--- src/rtl/vjtag_bus_pkg.sv ---
// Shared types and defaults for the JTAG-host bus arbiter.
package vjtag_bus_pkg;

    typedef enum logic [1:0] {
        StIdle     = 2'd0,
        StGrant    = 2'd1,
        StWaitResp = 2'd2
    } arb_state_e;

    localparam int unsigned DEFAULT_AW = 16;
    localparam int unsigned DEFAULT_DW = 16;
    localparam logic [15:0] DEFAULT_ERR_DATA = 16'hDEAD;

endpackage

--- src/rtl/rr_arbiter.sv ---
// Combinational round-robin pick: first requester strictly after the last-grant pointer.
module rr_arbiter #(
    parameter int unsigned NM = 2
) (
    input  logic [NM-1:0]         req_i,
    input  logic [$clog2(NM)-1:0] ptr_i,
    output logic [NM-1:0]         gnt_o
);

    localparam int unsigned IW = $clog2(NM);

    logic          found;
    logic [IW-1:0] idx;

    always_comb begin
        gnt_o = '0;
        found = 1'b0;
        idx   = '0;
        // Offset NM wraps back onto the pointer itself, so a lone last-winner still gets served.
        for (int unsigned off = 1; off <= NM; off++) begin
            idx = IW'((32'(ptr_i) + off) % NM);
            if (!found && req_i[idx]) begin
                gnt_o[idx] = 1'b1;
                found      = 1'b1;
            end
        end
    end

endmodule

--- src/rtl/vjtag_bus_arbiter.sv ---
// Round-robin arbiter sharing one JTAG-host style slave port between NM masters,
// holding grant through the read response and bounding the wait with a timeout.
module vjtag_bus_arbiter
    import vjtag_bus_pkg::*;
#(
    parameter int unsigned    NM       = 2,
    parameter int unsigned    AW       = DEFAULT_AW,
    parameter int unsigned    DW       = DEFAULT_DW,
    parameter int unsigned    TIMEOUT  = 255,
    parameter logic [DW-1:0]  ERR_DATA = DW'(DEFAULT_ERR_DATA)
) (
    input  logic             clk,
    input  logic             rst,
    input  logic [NM*AW-1:0] m_address,
    input  logic [NM-1:0]    m_wvalid,
    input  logic [NM*DW-1:0] m_wdata,
    output logic [NM-1:0]    m_wready,
    input  logic [NM-1:0]    m_rvalid,
    output logic [NM-1:0]    m_rready,
    output logic [NM-1:0]    m_rrvalid,
    output logic [DW-1:0]    m_rdata,
    output logic [AW-1:0]    s_address,
    output logic             s_wvalid,
    output logic [DW-1:0]    s_wdata,
    input  logic             s_wready,
    output logic             s_rvalid,
    input  logic             s_rready,
    input  logic             s_rrvalid,
    input  logic [DW-1:0]    s_rdata,
    output logic [NM-1:0]    grant,
    output logic             timeout_err
);

    localparam int unsigned IW = $clog2(NM);
    localparam int unsigned CW = $clog2(TIMEOUT);

    arb_state_e    state_q, state_d;
    logic [NM-1:0] grant_q, grant_d;
    logic [IW-1:0] ptr_q, ptr_d;
    logic [CW-1:0] cnt_q, cnt_d;

    logic [NM-1:0] req;
    logic [NM-1:0] arb_gnt;
    logic [IW-1:0] gidx;
    logic [AW-1:0] sel_addr;
    logic [DW-1:0] sel_wdata;
    logic          sel_wv;
    logic          sel_rv;

    assign req   = m_wvalid | m_rvalid;
    assign grant = grant_q;

    rr_arbiter #(
        .NM(NM)
    ) u_rr_arbiter (
        .req_i(req),
        .ptr_i(ptr_q),
        .gnt_o(arb_gnt)
    );

    always_comb begin
        gidx = '0;
        for (int i = 0; i < int'(NM); i++) begin
            if (grant_q[i]) begin
                gidx = IW'(i);
            end
        end
    end

    assign sel_addr  = m_address[gidx*AW +: AW];
    assign sel_wdata = m_wdata[gidx*DW +: DW];
    assign sel_wv    = m_wvalid[gidx];
    assign sel_rv    = m_rvalid[gidx];

    always_comb begin
        state_d     = state_q;
        grant_d     = grant_q;
        ptr_d       = ptr_q;
        cnt_d       = cnt_q;
        s_address   = '0;
        s_wdata     = '0;
        s_wvalid    = 1'b0;
        s_rvalid    = 1'b0;
        m_wready    = '0;
        m_rready    = '0;
        m_rrvalid   = '0;
        m_rdata     = '0;
        timeout_err = 1'b0;

        unique case (state_q)
            StIdle: begin
                if (|req) begin
                    grant_d = arb_gnt;
                    state_d = StGrant;
                end
            end

            StGrant: begin
                s_address = sel_addr;
                s_wdata   = sel_wdata;
                s_wvalid  = sel_wv;
                // A combined write+read request is split: write now, read in a later grant.
                s_rvalid  = sel_rv & ~sel_wv;
                m_wready[gidx] = s_wready & sel_wv;
                m_rready[gidx] = s_rready & sel_rv & ~sel_wv;
                if (sel_wv && s_wready) begin
                    ptr_d   = gidx;
                    grant_d = '0;
                    state_d = StIdle;
                end else if (sel_rv && !sel_wv && s_rready) begin
                    cnt_d   = '0;
                    state_d = StWaitResp;
                end else if (!sel_wv && !sel_rv) begin
                    // Master abandoned its request; release without rotating priority.
                    grant_d = '0;
                    state_d = StIdle;
                end
            end

            StWaitResp: begin
                if (s_rrvalid) begin
                    m_rrvalid[gidx] = 1'b1;
                    m_rdata         = s_rdata;
                    ptr_d           = gidx;
                    grant_d         = '0;
                    state_d         = StIdle;
                end else if (cnt_q == CW'(TIMEOUT - 1)) begin
                    m_rrvalid[gidx] = 1'b1;
                    m_rdata         = ERR_DATA;
                    timeout_err     = 1'b1;
                    ptr_d           = gidx;
                    grant_d         = '0;
                    state_d         = StIdle;
                end else begin
                    cnt_d = cnt_q + 1'b1;
                end
            end

            default: begin
                grant_d = '0;
                state_d = StIdle;
            end
        endcase
    end

    always_ff @(posedge clk) begin
        if (rst) begin
            state_q <= StIdle;
            grant_q <= '0;
            ptr_q   <= IW'(NM - 1);
            cnt_q   <= '0;
        end else begin
            state_q <= state_d;
            grant_q <= grant_d;
            ptr_q   <= ptr_d;
            cnt_q   <= cnt_d;
        end
    end

endmodule

--- config.mk ---
export PLATFORM = sky130hd
export DESIGN_NAME = vjtag_bus_arbiter
export DESIGN_NICKNAME = d
export VERILOG_FILES = /design/src/rtl/vjtag_bus_pkg.sv /design/src/rtl/rr_arbiter.sv /design/src/rtl/vjtag_bus_arbiter.sv
export SDC_FILE = /design/constraint.sdc
export NUM_CORES = 1
export LEC_CHECK = 0
export ABC_CLOCK_PERIOD_IN_PS = 2100
export CAP_MARGIN = 20
export CORE_ASPECT_RATIO = 2
export CORE_MARGIN = 5
export CORE_UTILIZATION = 31
export DETAILED_ROUTE_END_ITERATION = 10
export GPL_TIMING_DRIVEN = 0
export PLACE_DENSITY = 0.8
export SLEW_MARGIN = 20
export SYNTH_ARGS = -nofsm -noshare
export SYNTH_HDL_FRONTEND = slang
export SYNTH_SLANG_ARGS = --single-unit
--- constraint.sdc ---
create_clock -name clk -period 2.1 [get_ports clk]
set_input_delay 0.42 -clock clk [delete_from_list [all_inputs] [get_ports clk]]
set_output_delay 0.42 -clock clk [all_outputs]
set_load 0.1 [all_outputs]
Word level (Yosys, flattened, before mapping)
Cells that the tools add are included.
- flip-flop bits (word level): 13
- output and inout port bits: 59
- add/sub/neg operators: 3
- magnitude comparators: 6
- equality and inequality tests: 13
- shifts and indexed selects: 2
- muxes and demuxes: 53
- bitwise logic cells: 9
- reductions and logical operators: 18
- operator list (cell ; number):
    $mux W16 ; 5
    $shiftx A32 B6 Y16 ; 2
    $mux W2 ; 16
    $mux W8 ; 4
    $mux W1 ; 21
    $pmux W8 S2 ; 1
    $ne A2 B2 Y1 const B ; 6
    $pmux W2 S3 ; 2
    $ne A3 B3 Y1 const B ; 3
    $add A8 B1 Y8 const B ; 1
    $eq A8 B8 Y1 const B ; 1
    $logic_and A1 B1 Y1 ; 8
    $lt A1 B2 Y1 const B ; 3
    $reduce_and A3 Y1 ; 2
    $reduce_and A5 Y1 ; 1
    $and A1 B1 Y1 ; 4
    $and A2 B2 Y2 ; 2
    $ne A4 B4 Y1 const B ; 1
    $or A2 B2 Y2 ; 2
    $reduce_and A4 Y1 ; 1
    $demux W1 S1 ; 3
    $ge A1 B1 Y1 const B ; 3
    $logic_not A1 Y1 ; 3
    $add A1 B1 Y1 const B ; 2
    other kinds (7) ; 7

Logic depth before layout (Yosys ltp)
Gate-level depths: netlist of run 1.
- depth in word-level cells: 10
- mapped depth: 8
- gate-level depth less buffers: 7

Hierarchy
A second synthesis of run 1 with hierarchy kept.
- cells, all modules: 234
- area, all modules: 1579.0 um2
- modules (own cells, without submodules) (module ; times used ; cells an instance ; area an instance (um2)):
    vjtag_bus_arbiter ; 1 ; 231 ; 1560.2
    rr_arbiter ; 1 ; 3 ; 18.8

Worst setup path after synthesis of run 1
No wires, ideal clock.
- kind: register to output
- from: reg state_q[1]
- to: out m_rready[0]
- arrival time: 3081 ps
- path slack: -1401 ps
- cell stages (with the launch flop): 5
- buffers on the path: 1
- path through: dfxtp_1 > inv_1 > ha_1 > clkbuf_1 > nor3b_1
- word-level cells in the longest chain between the ends: 2
- ends and longest elaborated chain (item ; RTL line ; text):
    start, declared ; vjtag_bus_arbiter.sv:37 ; arb_state_e state_q, state_d;
    start signal, assigned ; vjtag_bus_arbiter.sv:148 ; state_q <= StIdle;
    start signal, assigned ; vjtag_bus_arbiter.sv:153 ; state_q <= state_d;
    $eq A2 B1 Y1 ; vjtag_bus_arbiter.sv:90 ; unique case (state_q)
    $mux W2 ; vjtag_bus_arbiter.sv:90 ;
    end, declared ; vjtag_bus_arbiter.sv:19 ; output logic [NM-1:0] m_rready,
No other way between the ends.

Worst setup path after layout of run 1
- from: reg state_q[0]
- to: out m_rdata[9]
- word-level cells in the longest chain between the ends: 2
- ends and longest elaborated chain (item ; RTL line ; text):
    $eq A2 B2 Y1 ; vjtag_bus_arbiter.sv:90 ;
    $mux W16 ; vjtag_bus_arbiter.sv:90 ;
    end, declared ; vjtag_bus_arbiter.sv:21 ; output logic [DW-1:0] m_rdata,
No other way between the ends.

==> impl_results.md, run 1 <==
- EDFF count, synth: 0
- RSZ-0062 raised after global routing: true
- Actual transition at the worst max-transition pin: 0.971 ns
- Violated checks: setup timing
- Setup ws final: -0.0563 ns
- Fillers: 321
- Initial drt markers: 130
- Placed wire-length estimate: 5.99 mm
- Fin Setup TNS: -0.531 ns
- Max Cap Viol: 0
- TritonCTS clock tree: yes
- Pleak: 1.65 nW
- Largest net degree at the start of global routing: 11
- Met3 Use GR: 0.0804
- GR Layer Usage met1: 0.181
- Top Usage Layer GRT: met2
- Leading area contributor after synthesis: mux2i_1
- Synth top area cells: mux2i_1 (21%), dfxtp_1 (16%), nor2b_1 (12%), a21oi_1 (6.0%), ha_1 (3.8%)
- First-pass GRT wire length: 11.3 mm
- DRT Pass-1 Iters: 4
- Final wirelength: 7.75 mm
- Vias in the first global route: 2346
- Port Buffers: 146
- Vias: 2302
- Clock period minus worst slack: 2.16 ns
- Share of cells above drive strength 1: 0.423
- H-tree levels: 1
- PD cells: 505 nW/um^2
- Max-slew violation count: 0
- Clk pin slew, worst setup/hold paths: 0.06 ns
- Effective utilization at floorplan: 0.319
- Sequential area share after synthesis: 0.157
- Area of the die: 6990 um^2
- Tcrit/Tclk final: 1.03
- Most common cell in the synthesized netlist: mux2i_1
- Hold path cells: 2
- Synth async-reset ratio: 0
- Initial antenna violation count: 0
- GRT Total Usage: 0.216
- Worst Path Required: 1.68 ns
- Total core area: 5180 um^2
- DRC Markers: 0
- Global route total overflow: 0
- Clk_lat worst skew: 0.25 ns
- Final Cell Area: 4190 um^2
- TritonCTS Buffers: 3
- Critical path capture point type: output port
- Diode count: 0
- Synth Cell Area: 1660 um^2
- TritonCTS Sinks: 13
- Area share of the largest cell type after synthesis: 0.211
- Row count: 37
- Bufs on Longest Clock Path: 2
- Synth cell count leaders: mux2i_1 (35), nor2b_1 (33), a21oi_1 (20)
- WL/cell: 17.5 um
- Power Total: 2.11 mW
- Crit-path max FO: 5
- Post-synth cell types: 38
- Peak supply drop: 0.000568 V
- Worst clock skew: 0.000998 ns
- Grt met2 use: 0.423
- Top FF cell, synth: dfxtp_1
- Final setup viols: 14
- Final Hold Vio Count: 0
- Synth Area per Inst: 7.50 um^2
- Max frequency: 0.464 GHz
- Cell area after placement: 3590 um^2
- Synth Warn #: 0
- Die width: 61.7 um
- R2R depth: 10
- Post-detailed-route count of antenna-violating nets: 0
- IO Pins: 148
- HP Class: flip-flop to flip-flop
- GP Congestion: 0.848
- Worst reg2reg startpoint: state_q[0]
- Setup crit start: state_q[0]
- Post-Syn Nets: 315
- Synthesis-to-layout area growth: 153%
- DR vias/cell: 5.20
- Setup CP Type: flip-flop to output port
- Startpoint types: flip-flop
- #FFs+latches synth: 13
- Root buf cell: clkbuf_8
- Die Ht: 113 um
- Nets: 480
- Critical path arrival: 1.74 ns
- Hold_sp: grant[0]
- Post-Syn Instances: 221
- Max-Slew Margin vs Limit: 0.355
- Outcome: finished, violations left
[report_power, final]
part           switching, mW  leakage [nW]  internal (mW)
clock                 0.0987        0.0228          0.135
sequential           0.00910         0.109          0.256
combinational          0.977          1.52          0.639
total                   1.08          1.65           1.03
[worst paths after layout]
| path | to | slack [ns] |
|---|---|---|
| worst max-delay path | m_rdata[9] | -0.06 |
| worst max register to register | cnt_q[4] | 0.15 |
| worst min-delay path | grant[0] | 0.48 |
| worst min register to register | grant[0] | 0.48 |
[registers in the layout, summed over array words and instances (netlist names)]
name / count
ptr_q: 1
state_q: 2
cnt_q: 8
grant: 2
[metrics by stage]
step	cells	hold slack (ns)	setup WS, ns	utilization
after floorplan	221	0.453	-0.409	-
after global placement	425	0.467	-1.12	0.692
after detailed placement	425	0.470	-1.16	0.692
after CTS	441	0.479	-0.0361	0.778
after global routing	443	0.511	-0.101	0.808
final	443	0.481	-0.0563	0.808
[critical path: stages, from the launching register on]
cell       delay (ns)
dfxtp_4          0.36
inv_4            0.04
ha_4             0.17
and4_4           0.19
a21oi_4          0.26
clkbuf_16        0.22
a21oi_4          0.04
buf_12           0.19
[logic make-up after synthesis]
kind of cell | after synthesis | synth area share
fa+ha+maj | 5 | 0.0378
compound gates | 39 | 0.161
mux | 36 | 0.218
buf+inv | 34 | 0.0914
flops | 13 | 0.157
simple gates | 94 | 0.335
[layer usage]
layer,wire length [um],up-vias
li1,-,1092
met1,2350,1051
met2,4350,140
met3,842,19
met5,0,-
met4,210,0
[area by class of cell]
| cell class | instances | area [um^2] | share of cell area |
|---|---|---|---|
| inverter | 16 | 68.8 | 0.0164 |
| multi-input combinational | 174 | 1700 | 0.406 |
| buffer | 18 | 159 | 0.0379 |
| timing repair buffer | 160 | 1870 | 0.446 |
| sequential | 13 | 274 | 0.0654 |
| tap | 58 | 72.6 | 0.0173 |
| clock buffer | 4 | 45.0 | 0.0108 |
[placed cells by master, fill, tap and decap left out, types with 3 or more instances in the layout]
master	instances
clkdlybuf4s50_1	82
mux2i_1	34
nor2b_4	30
buf_4	27
buf_12	24
buf_6	14
inv_1	12
a21oi_4	11
nand2_1	11
buf_8	11
a21oi_1	10
nor2_1	9
nand2b_1	8
dfxtp_1	8
and3_1	6
clkbuf_8	5
a311oi_1	5
clkbuf_1	4
clkbuf_4	4
nand3_1	4
dlygate4sd2_1	4
and4_4	3
and2_1	3
nor2b_2	3
nor2_4	3
o21ai_0	3
ha_4	3
dfxtp_4	3
dlymetal6s2s_1	3
[repair_timing]
action / CTS / global route
cloned: 1 / 0
hold buffers: 0 / 0
gates resized for setup: 461 / 48
hold endpoints to repair: 0 / 0
setup buffers: 11 / 3
endpoints found under the setup margin: 66 / 54
pin swaps: 3 / 4
Note: power is estimated with default switching activity, not from simulation.
==> run 2, diff against run 1 <==
- ABC_CLOCK_PERIOD_IN_PS: 2100 -> unset
- clock period: 2.1 -> 2.25 ns (I/O delays scaled with it)
==> run 2 against run 1 <==
The flow now finishes without violations; clock-buffer cell count fell by 1; via count fell by 3.1%; sequential share of layout area grew 0.17 points; non-clock buffer count fell by 3; final cell count shrank 0.68%; combinational power is 12% lower; clock power down 6%; critical endpoint unchanged; largest cell class unchanged; largest power group unchanged.
==> impl_results.md, run 2 (same netlist as run 1, synthesis figures left out) <==
- TritonCTS Sinks: 13
- TritonCTS clock tree: yes
- Pleak: 1.58 nW
- Crit-path max FO: 5
- Internal power: 0.903 mW
- Largest net degree at the start of global routing: 11
- Actual transition at the worst max-transition pin: 0.971 ns
- Clk pwr share: 0.115
- Worst clock skew: 0.00486 ns
- Commonest non-fill, non-tap cell in the layout: clkdlybuf4s50_1
- Max incr delay on CP: 0.35 ns
- GP Congestion: 0.837
- Most flops, register: cnt_q
- Post-detailed-route count of antenna-violating nets: 0
- First-pass GRT wire length: 10.8 mm
- Row count: 37
- Cell area after placement: 3570 um^2
- Clock period minus worst slack: 2.23 ns
- Port Buffers: 146
- Synthesis-to-layout area growth: 140%
- WL/cell: 16.3 um
- Placed wire-length estimate: 5.85 mm
- GRT Total Usage: 0.200
- Fillers: 378
- DRC Markers: 0
- Reg power frac: 0.130
- Switch Pwr: 0.996 mW
- Reg-to-reg slack, setup: 0.25 ns
- Fin Setup TNS: 0 ns
- Max Cap Viol: 0
- Final wirelength: 7.18 mm
- Nets: 477
- RSZ-0062 raised after global routing: true
- Crit-path most repeated cell: a21oi_4
- Critical path arrival: 1.78 ns
- Final non-filler cell total: 440
- Initial drt markers: 181
- TritonCTS Buffers: 3
- Startpoint types: flip-flop
- Diode count: 0
- Worst path cell trace: inv_2 -> ha_4 -> and4_4 -> a21oi_4 -> clkbuf_16 -> a21oi_4 -> buf_12
- Outcome: completed
- DR vias/cell: 5.07
- Clk pin slew, worst setup/hold paths: 0.06 ns
- Most frequent cells in the layout: clkdlybuf4s50_1 (85), mux2i_1 (35), nor2b_4 (29)
- Share of cells above drive strength 1: 0.411
- Sw Ratio: 0.525
- Area of the die: 6990 um^2
- Final setup viols: 0
- Initial antenna violation count: 0
- Bufs on Longest Clock Path: 2
- Finished Core Util: 0.766
- Tcrit/Tclk final: 0.990
- Worst reg2reg startpoint: state_q[0]
- Post-Place Cells: 425
- Total core area: 5180 um^2
- Worst Setup EP: m_rdata[9]
- R2R depth: 9
- Die Ht: 113 um
- Setup CP Type: flip-flop to output port
- Vias: 2230
- Final Cell Area: 3970 um^2
- Share of total power in combinational logic: 0.755
- Hold buffer count at CTS: 0
- DRT Pass-1 Iters: 5
- Vias in the first global route: 2286
- Global route total overflow: 0
- Clk_lat worst skew: 0.25 ns
- Max-slew violation count: 0
- H-tree levels: 1
- IO Pins: 148
- Die width: 61.7 um
- Max-Slew Margin vs Limit: 0.351
- Peak supply drop: 0.000453 V
- PD cells: 478 nW/um^2
- Slowest CP cell: dfxtp_2
- Worst reg2reg endpoint: cnt_q[5]
- Critical path capture point type: output port
- Effective utilization at floorplan: 0.319
- Setup crit start: state_q[0]
- Worst Path Required: 1.80 ns
- Final Hold Vio Count: 0
- Root buf cell: clkbuf_8
- Largest register FFs: 8
- Max frequency: 0.449 GHz
- HP Class: flip-flop to flip-flop
run 2: cell types whose count changed in the layout (fill, tap and decap cells not counted), sizes merged:
cell,delta
buf,-10
dlygate4sd2,-3
clkinv,+1
clkdlybuf4s50,+3
clkbuf,+6
run 2: final cells by class:
cell class,count,area (um^2),area share
Timing Repair Buffer,157,1720,0.433
Inverter,16,63.8,0.0161
Buffer,18,133,0.0334
Sequential cell,13,267,0.0671
Tap cell,58,72.6,0.0183
Clock buffer,3,41.3,0.0104
Clock inverter,1,5.00,0.00126
Multi-Input combinational cell,174,1670,0.420
run 2: timing repair:
item                       CTS  global route
setup endpoints to repair   58            53
buffers inserted             4             6
gates cloned                 1             0
gates resized for setup    415            39
pin swaps                    2             3
run 2: worst min path at each step:
stage / start / cells after the start / to / slack [ns]
floorplan: cnt_q[5] / 2 / cnt_q[5] / 0.45
global placement: grant[0] / 2 / grant[0] / 0.47
detailed placement: grant[0] / 2 / grant[0] / 0.47
CTS: grant[0] / 2 / grant[0] / 0.48
global route: state_q[0] / 2 / state_q[0] / 0.52
finish: grant[0] / 2 / grant[0] / 0.48
run 2: worst max-delay path: cells and delay by family, from the launching register on:
kind            cells  cell delay (ns)
simple gates        1             0.18
buf+inv             3             0.47
compound gates      2             0.34
flops               1             0.35
fa+ha+maj           1             0.17
run 2: stage by stage:
stage	setup slack [ns]	hold slack [ns]	power [mW]
final	0.0229	0.476	1.90
after global routing	-0.0329	0.516	1.97
after CTS	0.00147	0.483	1.86
after detailed placement	-1.02	0.473	1.59
after global placement	-0.992	0.465	1.59
after floorplan	-0.290	0.453	1.23
run 2: layer usage:
metal,GRT usage,up-vias,part of all wire
met5,0,-,0
met4,0.0595,0,0.019
met3,0.0895,11,0.14
met2,0.374,140,0.55
met1,0.180,995,0.30
li1,-,1084,-
run 2: power by group through the flow:
stage	clock (mW)	sequential [mW]	combinational, mW
2_1_floorplan	0	0.272	0.954
3_3_place_gp	0	0.252	1.33
3_5_place_dp	0	0.252	1.34
4_1_cts	0.221	0.247	1.39
5_1_grt	0.233	0.248	1.49
6_report	0.218	0.247	1.43
==> run 3, diff against run 2 <==
- GPL_TIMING_DRIVEN: 0 -> unset
==> run 3 against run 2 <==
Critical path depth down 1; via count grew 3.5%; setup slack improved by 0.030 ns; largest power group unchanged.
==> impl_results.md, run 3 (same netlist as run 1, synthesis figures left out) <==
- Port Buffers: 147
- CP Buf/Inv Count: 3
- Final wirelength: 8.04 mm
- Most frequent cells in the layout: clkdlybuf4s50_1 (86), buf_12 (59), mux2i_1 (35)
- Post-Place Cells: 423
- TritonCTS Buffers: 3
- Root buf cell: clkbuf_8
- TritonCTS clock tree: yes
- Tcrit/Tclk final: 0.977
- Peak supply drop: 0.000495 V
- Max Cap Viol: 0
- Max incr delay on CP: 0.45 ns
- Setup crit start: m_wvalid[1]
- Initial antenna violation count: 0
- Die Ht: 113 um
- IO Pins: 148
- First-pass GRT wire length: 12.1 mm
- Share of cells above drive strength 1: 0.406
- Row count: 37
- Post-detailed-route count of antenna-violating nets: 0
- Bufs on Longest Clock Path: 2
- WP depth: 6
- GRT Total Usage: 0.225
- Crit-path max FO: 4
- Final hold slack: 0.498 ns
- Worst path cell trace: clkdlybuf4s50_1 -> mux2_4 -> nand2_2 -> clkinvlp_4 -> and3_4 -> buf_12
- HP Class: flip-flop to flip-flop
- Fillers: 263
- Synthesis-to-layout area growth: 163%
- Slowest CP cell: clkdlybuf4s50_1
- Setup CP Type: input pin to output port
- Multi-input logic area: 1660 um^2
- Commonest non-fill, non-tap cell in the layout: clkdlybuf4s50_1
- Worst clock skew: 0.00134 ns
- WL/cell: 18.6 um
- TritonCTS Sinks: 13
- Diode count: 0
- Max-slew violation count: 0
- Effective utilization at floorplan: 0.319
- Worst reg2reg startpoint: state_q[0]
- Hold buffer count at CTS: 0
- Reg-to-reg slack, setup: 0.31 ns
- Clk pin slew, worst setup/hold paths: 0.06 ns
- CP top delay family: buffers and inverters
- Largest net degree at the start of global routing: 35
- Nets: 469
- DRC Markers: 0
- Final non-filler cell total: 432
- PD cells: 470 nW/um^2
- Pleak: 1.66 nW
- Max frequency: 0.455 GHz
- R2R depth: 9
- Outcome: completed
- H-tree levels: 1
- GP Congestion: 0.796
- Cell area after placement: 4180 um^2
- Global route total overflow: 0
- Final Cell Area: 4360 um^2
- Final Hold Vio Count: 0
- Critical path capture point type: output port
- Total core area: 5180 um^2
- Final setup viols: 0
- Sequential Area: 267 um^2
- Clock period minus worst slack: 2.20 ns
- Clk_lat worst skew: 0.24 ns
- Startpoint types: input pin
- Vias in the first global route: 2596
- Worst reg2reg endpoint: cnt_q[3]
- Max-Slew Margin vs Limit: 0.758
- Most flops, register: cnt_q
- Placed wire-length estimate: 6.43 mm
- Worst Setup EP: m_wready[1]
- DRT Pass-1 Iters: 4
- Vias: 2307
- Die width: 61.7 um
- Actual transition at the worst max-transition pin: 0.353 ns
- DR vias/cell: 5.34
- Area of the die: 6990 um^2
- Initial drt markers: 75
- Critical path arrival: 1.75 ns
- Worst Path Required: 1.80 ns
- Largest register FFs: 8
[run 3: cell count changes in the layout (fill, tap and decap cells not counted), moves of 2 or more]
cell / before / now
buf_6: 25 / 1
clkbuf_1: 4 / 0
buf_4: 16 / 18
buf_8: 8 / 0
clkbuf_4: 10 / 0
buf_12: 14 / 59
dlymetal6s2s_1: 3 / 1
buf_2: 4 / 0
clkbuf_2: 4 / 0
[run 3: worst min-delay path, cell delays in order, from the launching register on]
cell,delay [ns]
dfxtp_1,0.31
nand2b_1,0.07
mux2i_1,0.07
[run 3: per-layer routing]
layer	track usage	up-vias	part of all wire
met3	0.103	14	0.13
met4	0.0666	0	0.023
met2	0.437	160	0.57
met5	0	-	0
met1	0.187	1057	0.28
li1	-	1076	-
[run 3: final cells by class]
cell class                      count  area share
Clock buffer                        3     0.00948
Clock inverter                      1     0.00115
Inverter                           16      0.0152
Multi-Input combinational cell    174       0.382
Sequential cell                    13      0.0612
Tap cell                           58      0.0167
Timing Repair Buffer              167       0.515
[run 3: worst min path at each step]
stage                        start  endpoint  slack [ns]  depth (start not counted)
after floorplan           cnt_q[5]  cnt_q[5]        0.45                          2
after global placement    cnt_q[5]  cnt_q[5]        0.47                          2
after detailed placement  cnt_q[5]  cnt_q[5]        0.48                          2
after CTS                 cnt_q[5]  cnt_q[5]        0.49                          2
after global routing      cnt_q[5]  cnt_q[5]        0.51                          2
final                     grant[0]  grant[0]        0.50                          2
[run 3: power breakdown]
part	total, mW	switching, mW	internal, mW
registers	0.253	0.0135	0.239
logic	1.58	0.923	0.659
clock network	0.215	0.0920	0.122
[run 3: per-stage QoR]
| step | util | worst slack [ns] | setup TNS, ns | total power [mW] |
|---|---|---|---|---|
| 2_1_floorplan | - | -0.290 | -0.290 | 1.23 |
| 3_3_place_gp | 0.807 | 0.0318 | 0 | 1.81 |
| 3_5_place_dp | 0.807 | -0.00840 | -0.00840 | 1.83 |
| 4_1_cts | 0.829 | 0.00184 | 0 | 2.04 |
| 5_1_grt | 0.840 | -0.00670 | -0.0117 | 2.12 |
| 6_report | 0.840 | 0.0526 | 0 | 2.05 |
[run 3: what timing repair did]
item                                   CTS  global route
cloned                                   1             0
setup endpoints to repair               12            17
gates resized for setup                 10            11
buffers inserted                         2             2
pin swaps                                1             0
endpoints found under the hold margin    0             0
